--- config.mk ---
export PLATFORM = sky130hd
export DESIGN_NAME = cpu_boot_loader
export DESIGN_NICKNAME = d
export VERILOG_FILES = /design/src/rtl/cpu_pkg.sv /design/src/rtl/cpu_run_watchdog.sv /design/src/rtl/cpu_boot_loader.sv
export SDC_FILE = /design/constraint.sdc
export NUM_CORES = 1
export LEC_CHECK = 0
export ABC_AREA = 1
export CORE_UTILIZATION = 48
export CTS_CLUSTER_DIAMETER = 200
export DETAILED_ROUTE_END_ITERATION = 8
export PLACE_DENSITY = 0.76
export SYNTH_ARGS = -nofsm -noshare
export SYNTH_HDL_FRONTEND = slang
export SYNTH_HIERARCHICAL = 1
export SYNTH_SLANG_ARGS = --single-unit
--- constraint.sdc ---
create_clock -name clk -period 2.1 [get_ports clk]
set_input_delay 0.42 -clock clk [delete_from_list [all_inputs] [get_ports clk]]
set_output_delay 0.42 -clock clk [all_outputs]
set_load 0.02 [all_outputs]
--- src/rtl/cpu_pkg.sv ---
// Shared definitions for the CPU boot loader: width defaults, loader states and error codes.
package cpu_pkg;

  localparam int DEF_ADDR_W = 5;
  localparam int DEF_DATA_W = 8;

  typedef enum logic [2:0] {
    S_LEN    = 3'd0,
    S_DATA   = 3'd1,
    S_CHECK  = 3'd2,
    S_RUN    = 3'd3,
    S_HALTED = 3'd4,
    S_ERR    = 3'd5
  } state_e;

  typedef enum logic [1:0] {
    ERR_NONE    = 2'd0,
    ERR_LEN     = 2'd1,
    ERR_CHK     = 2'd2,
    ERR_TIMEOUT = 2'd3
  } err_e;

endpackage

--- src/rtl/cpu_run_watchdog.sv ---
// Run-cycle counter for the released CPU. It holds at 0 while clr_i is high and counts while en_i is high.
// It saturates at TIMEOUT-1 and flags expiry combinationally. No backpressure.
module cpu_run_watchdog #(
  parameter int TIMEOUT = 1000
) (
  input  logic        clk,
  input  logic        reset,
  input  logic        clr_i,
  input  logic        en_i,
  output logic [15:0] count_o,
  output logic        expired_o
);

  localparam logic [15:0] LAST = 16'(TIMEOUT - 1);

  logic [15:0] count_q, count_d;

  always_comb begin
    count_d = count_q;
    if (clr_i) begin
      count_d = '0;
    end else if (en_i && (count_q != LAST)) begin
      count_d = count_q + 16'd1;
    end
  end

  always_ff @(posedge clk) begin
    if (reset) begin
      count_q <= '0;
    end else begin
      count_q <= count_d;
    end
  end

  assign count_o   = count_q;
  assign expired_o = en_i && (count_q == LAST);

endmodule

--- src/rtl/cpu_boot_loader.sv ---
// Loads a LEN/bytes/CHK frame into instruction memory, with each write one cycle after its accept. It then runs the CPU and captures its HALT result.
// in_ready is combinational and is low while the CPU runs, after it halts, after an error, and during clear.
module cpu_boot_loader
  import cpu_pkg::*;
#(
  parameter int ADDR_W  = DEF_ADDR_W,
  parameter int DATA_W  = DEF_DATA_W,
  parameter int MAX_LEN = 32,
  parameter int TIMEOUT = 1000
) (
  input  logic              clk,
  input  logic              reset,
  input  logic              in_valid,
  input  logic [DATA_W-1:0] in_data,
  output logic              in_ready,
  input  logic              clear,
  output logic              mem_we,
  output logic [ADDR_W-1:0] mem_addr,
  output logic [DATA_W-1:0] mem_wdata,
  output logic              cpu_reset,
  input  logic              cpu_halt,
  input  logic [DATA_W-1:0] cpu_result,
  output logic [DATA_W-1:0] result_q,
  output logic [15:0]       cycle_count,
  output logic              done,
  output logic              error,
  output logic [1:0]        err_code
);

  localparam int LEN_W = $clog2(MAX_LEN + 1);

  state_e              state_q, state_d;
  err_e                err_q, err_d;
  logic [LEN_W-1:0]    rem_q, rem_d;
  logic [ADDR_W-1:0]   wr_ptr_q, wr_ptr_d;
  logic [DATA_W-1:0]   csum_q, csum_d;
  logic                mem_we_q, mem_we_d;
  logic [ADDR_W-1:0]   mem_addr_q, mem_addr_d;
  logic [DATA_W-1:0]   mem_wdata_q, mem_wdata_d;
  logic                cpu_reset_q, cpu_reset_d;
  logic [DATA_W-1:0]   res_q, res_d;
  logic [15:0]         cyc_q, cyc_d;
  logic                done_q, done_d;
  logic                error_q, error_d;

  logic                accept;
  logic                bad_len;
  logic [15:0]         run_count;
  logic                run_expired;

  assign in_ready = (state_q inside {S_LEN, S_DATA, S_CHECK}) && !clear;
  assign accept   = in_valid && in_ready;
  assign bad_len  = (in_data == '0) || (in_data > DATA_W'(MAX_LEN));

  cpu_run_watchdog #(
    .TIMEOUT (TIMEOUT)
  ) u_watchdog (
    .clk       (clk),
    .reset     (reset),
    .clr_i     (state_q != S_RUN),
    .en_i      (state_q == S_RUN),
    .count_o   (run_count),
    .expired_o (run_expired)
  );

  always_comb begin
    state_d     = state_q;
    err_d       = err_q;
    rem_d       = rem_q;
    wr_ptr_d    = wr_ptr_q;
    csum_d      = csum_q;
    mem_we_d    = 1'b0;
    mem_addr_d  = mem_addr_q;
    mem_wdata_d = mem_wdata_q;
    res_d       = res_q;
    cyc_d       = cyc_q;
    done_d      = done_q;
    error_d     = error_q;

    case (state_q)
      S_LEN: begin
        if (accept) begin
          if (bad_len) begin
            state_d = S_ERR;
            error_d = 1'b1;
            err_d   = ERR_LEN;
          end else begin
            rem_d    = LEN_W'(in_data);
            wr_ptr_d = '0;
            csum_d   = '0;
            state_d  = S_DATA;
          end
        end
      end
      S_DATA: begin
        if (accept) begin
          mem_we_d    = 1'b1;
          mem_addr_d  = wr_ptr_q;
          mem_wdata_d = in_data;
          csum_d      = csum_q ^ in_data;
          wr_ptr_d    = wr_ptr_q + ADDR_W'(1);
          rem_d       = rem_q - LEN_W'(1);
          if (rem_q == LEN_W'(1)) begin
            state_d = S_CHECK;
          end
        end
      end
      S_CHECK: begin
        if (accept) begin
          if (in_data == csum_q) begin
            state_d = S_RUN;
          end else begin
            state_d = S_ERR;
            error_d = 1'b1;
            err_d   = ERR_CHK;
          end
        end
      end
      S_RUN: begin
        // A halt seen on the watchdog's last cycle still counts as a clean run.
        if (cpu_halt) begin
          res_d   = cpu_result;
          cyc_d   = run_count;
          done_d  = 1'b1;
          state_d = S_HALTED;
        end else if (run_expired) begin
          error_d = 1'b1;
          err_d   = ERR_TIMEOUT;
          state_d = S_ERR;
        end
      end
      default: begin
      end
    endcase

    if (clear) begin
      state_d = S_LEN;
      done_d  = 1'b0;
      error_d = 1'b0;
      err_d   = ERR_NONE;
    end

    cpu_reset_d = (state_d != S_RUN);
  end

  always_ff @(posedge clk) begin
    if (reset) begin
      state_q     <= S_LEN;
      err_q       <= ERR_NONE;
      rem_q       <= '0;
      wr_ptr_q    <= '0;
      csum_q      <= '0;
      mem_we_q    <= 1'b0;
      mem_addr_q  <= '0;
      mem_wdata_q <= '0;
      cpu_reset_q <= 1'b1;
      res_q       <= '0;
      cyc_q       <= '0;
      done_q      <= 1'b0;
      error_q     <= 1'b0;
    end else begin
      state_q     <= state_d;
      err_q       <= err_d;
      rem_q       <= rem_d;
      wr_ptr_q    <= wr_ptr_d;
      csum_q      <= csum_d;
      mem_we_q    <= mem_we_d;
      mem_addr_q  <= mem_addr_d;
      mem_wdata_q <= mem_wdata_d;
      cpu_reset_q <= cpu_reset_d;
      res_q       <= res_d;
      cyc_q       <= cyc_d;
      done_q      <= done_d;
      error_q     <= error_d;
    end
  end

  assign mem_we      = mem_we_q;
  assign mem_addr    = mem_addr_q;
  assign mem_wdata   = mem_wdata_q;
  assign cpu_reset   = cpu_reset_q;
  assign result_q    = res_q;
  assign cycle_count = cyc_q;
  assign done        = done_q;
  assign error       = error_q;
  assign err_code    = err_q;

endmodule

==> metrics <==
Reg power frac=52.2%; Starting Density=around half; die height=roughly 93 um; vias in the first global route=3766; layout cell share with drive strength beyond 1=under 10%; final period utilization=91.0%; Longest Clk Path Bufs=2; Post-CTS Setup Repair Bufs=0; Clock Power Share=around two fifths; critical path's largest stage delay=roughly 400 ps; combinational share of power=8.1%; Sequential Area=about 0.0016 sq mm; Avg Cell Area, Syn=6.87 sq um; fillcell total=just over 700; area grow syn2layout=25.6%; #FFs+latches synth=81; routed length per instance=around 13 um; final setup vio count=0; final worst path period need=approximately 1900 ps; Die Width=92.9 um; Rel. slew slack=65.4%; area of the multi-input gates=roughly 0.0020 sq mm; Fin. Hold Viols=0; Top delay family on crit path=simple AND/OR/NAND/NOR gates; setup TNS=0 ps; clk slew on worst S/H paths=roughly 90 ps; unrepaired setup endpoints after global routing=yes; switch share=25.0%; CTS resizes=0; total CTS buffers=9; Final Skew=around 8.4 ps; CP max-delay cell=dfxtp_1; CTS tree=built; synth top area cells=dfxtp_1, nand2_1, nand3_1; CTS Hold Buffers Added=0; DRT Pass-1 Iters=5; clock root cell=clkbuf_8; I/O pins=65; CP startpoint kind=flip-flop; GRT overflow=0; Synth Instances=approximately 580; Synth cell types=36; worst hold path class=flip-flop to flip-flop; Sw Pwr=around 0.75 mW; Peak Freq=523 MHz; fin nets=about 670; core area=0.00785 sq mm; pwr dens=between 500 and 600 mW/mm^2; netlist area before placement=just under 0.004 sq mm; Static Leakage=approximately 1.9 nW; Net Count, Synth=roughly 600; Synthesis Warnings=6; largest net degree at the start of global routing=39; ant diodes=0; status=finished, final reports clean; routed vias=3974; final core utilization=a little under two thirds; post-synthesis sequential area ratio=between 40% and 50%; Sink Count=just over 80; initial antenna violation count=0; first-pass GRT wire length=16600 um; post-route ant nets=0; placer's final routability congestion estimate=~0.89; Skew-Pair Late Insertion Delay=approximately 360 ps; Total Wirelength=a little under 10000 um; CP cell instances=ha_2, nand2_1, nor3_1, nand3_1, nor3_2, nand3_1, o21ai_0, nand3_1, nand2_1, a21oi_1; Buf/Inv on CP=0; CP Class=flip-flop to flip-flop; final slew viol count=0; Port Buffers=64; CP Capture Type=flip-flop; Cell Rows=32; CP Max Fanout=4; MaxCap Viol Count=0; via/cell ratio=between 5 and 6; Worst Path Arrival=2160 ps; Die Area=0.00863 sq mm; Synth area leader=dfxtp_1; initial DRC count=between 200 and 250; DRC Markers=0; cell-internal power=about 2.2 mW; H-tree depth=3; required time of the critical path=~2400 ps; Peak VDD IR=roughly 0.32 mV; area share of the largest cell type after synthesis=around two fifths; worst-margin pin slew=~520 ps; hpwl dp=a little under 7000 um; CP dominant cell by count=nand3_1; GRT Util Overall=between 20% and 30%
==> cell usage after synthesis <==
cell type,n
xor2_1,5
o21ai_0,30
a21oi_1,62
nand3b_1,1
nand3_2,1
o211ai_1,1
nand4_1,6
nor2_1,66
nand2_8,1
inv_2,4
nor2_2,7
clkinv_1,2
inv_6,1
nand2_4,4
a21oi_2,1
nand2_2,5
xnor2_1,3
o31ai_1,1
a31oi_1,1
buf_6,2
nor2_4,2
buf_12,1
and2_1,1
inv_1,53
inv_4,2
ha_1,4
o21ai_1,1
clkbuf_1,9
nand4_4,1
buf_2,5
nor3_1,3
dfxtp_1,81
buf_1,1
nand2_1,143
buf_4,2
nand3_1,64
==> cells by family (layout without fill, tap and decap cells) <==
logic type,after synthesis,count (layout),share of synthesized area (%)
adders and majority gates,4,4,1.26
and+or+nand+nor,305,305,34.4
AOI/OAI and AO/OA,97,97,12.5
buffers and inverters,82,159,9.15
xor gates and xnor gates,8,8,1.77
DFF,81,81,40.9
==> placed cells by master, fill, tap and decap left out, types with 2 or more instances in the layout <==
cell	count
xnor2_1	3
dfxtp_1	81
buf_12	2
clkinv_1	2
inv_4	2
nor3_1	2
a21oi_1	62
clkbuf_8	10
nor2_4	2
buf_4	15
nand2_2	5
inv_1	53
nor2_1	66
clkdlybuf4s50_1	63
clkinv_4	2
inv_2	4
ha_1	3
nand2_1	143
nand4_1	6
o21ai_0	30
inv_6	2
nand3_1	64
nand2_4	4
nor2_2	7
xor2_1	5
==> sequential cells by signal (all words and copies together) (netlist names) <==
register / cells
cycle_count: 16
u_watchdog/count_o: 16
csum_q: 8
mem_wdata: 8
result_q: 8
rem_q: 6
mem_addr: 5
wr_ptr_q: 5
state_q: 3
err_code: 2
cpu_reset: 1
done: 1
error: 1
mem_we: 1
==> power groups by stage <==
stage	Sequential (mW)	Clock (mW)	Combinational (mW)
2_1_floorplan	1.60	0	0.129
3_3_place_gp	1.60	0	0.236
3_5_place_dp	1.60	0	0.240
4_1_cts	1.56	1.20	0.241
5_1_grt	1.56	1.27	0.268
6_report	1.56	1.18	0.243
==> area by class of cell <==
type	instances	area share [%]
clock buffers	11	2.84
clock inverters	5	1.28
inverters	62	4.87
multi-input cells	414	39.9
flip-flops and latches	81	32.6
well taps	102	2.56
repair buffers	81	16.0
==> stage by stage <==
stage / worst slack, ps / cell area, sq um / power, mW / instances / hold WS, ps
global route: -41.2 / 4980 / 3.10 / 756 / 480
global placement: 46.6 / 4770 / 1.83 / 740 / 434
finish: 188 / 4980 / 2.99 / 756 / 452
floorplan: 43.7 / 3970 / 1.73 / 577 / 439
detailed placement: 23.2 / 4770 / 1.84 / 740 / 441
CTS: 10.6 / 4970 / 3.00 / 756 / 453
==> final timing paths <==
path,start,end,slack (ps),cells after the start
setup / recovery,u_watchdog/count_o[1]$_SDFFE_PP0P_,err_code[0]$_SDFFE_PP0P_,190,10
hold / removal,err_code[1]$_SDFFE_PP0P_,err_code[1]$_SDFFE_PP0P_,450,2
setup reg to reg,u_watchdog/count_o[1]$_SDFFE_PP0P_,err_code[0]$_SDFFE_PP0P_,190,10
hold reg to reg,err_code[1]$_SDFFE_PP0P_,err_code[1]$_SDFFE_PP0P_,450,2
==> worst reg2reg max path, delay by kind of cell (launching register included) <==
kind	cells	cell delay [ps]
AO/OA/AOI/OAI	2	180
adder cells (fa/ha/maj)	1	240
flip-flops	1	400
AND/OR/NAND/NOR	7	980
==> metal layers <==
layer	GRT usage (%)	vias up	wire length, um
li1	-	2007	-
met1	30.8	1833	4560
met2	39.7	126	4540
met3	5.17	8	608
met4	7.69	0	97
met5	0	-	0
No activity file was read; power rests on OpenSTA's default activity.
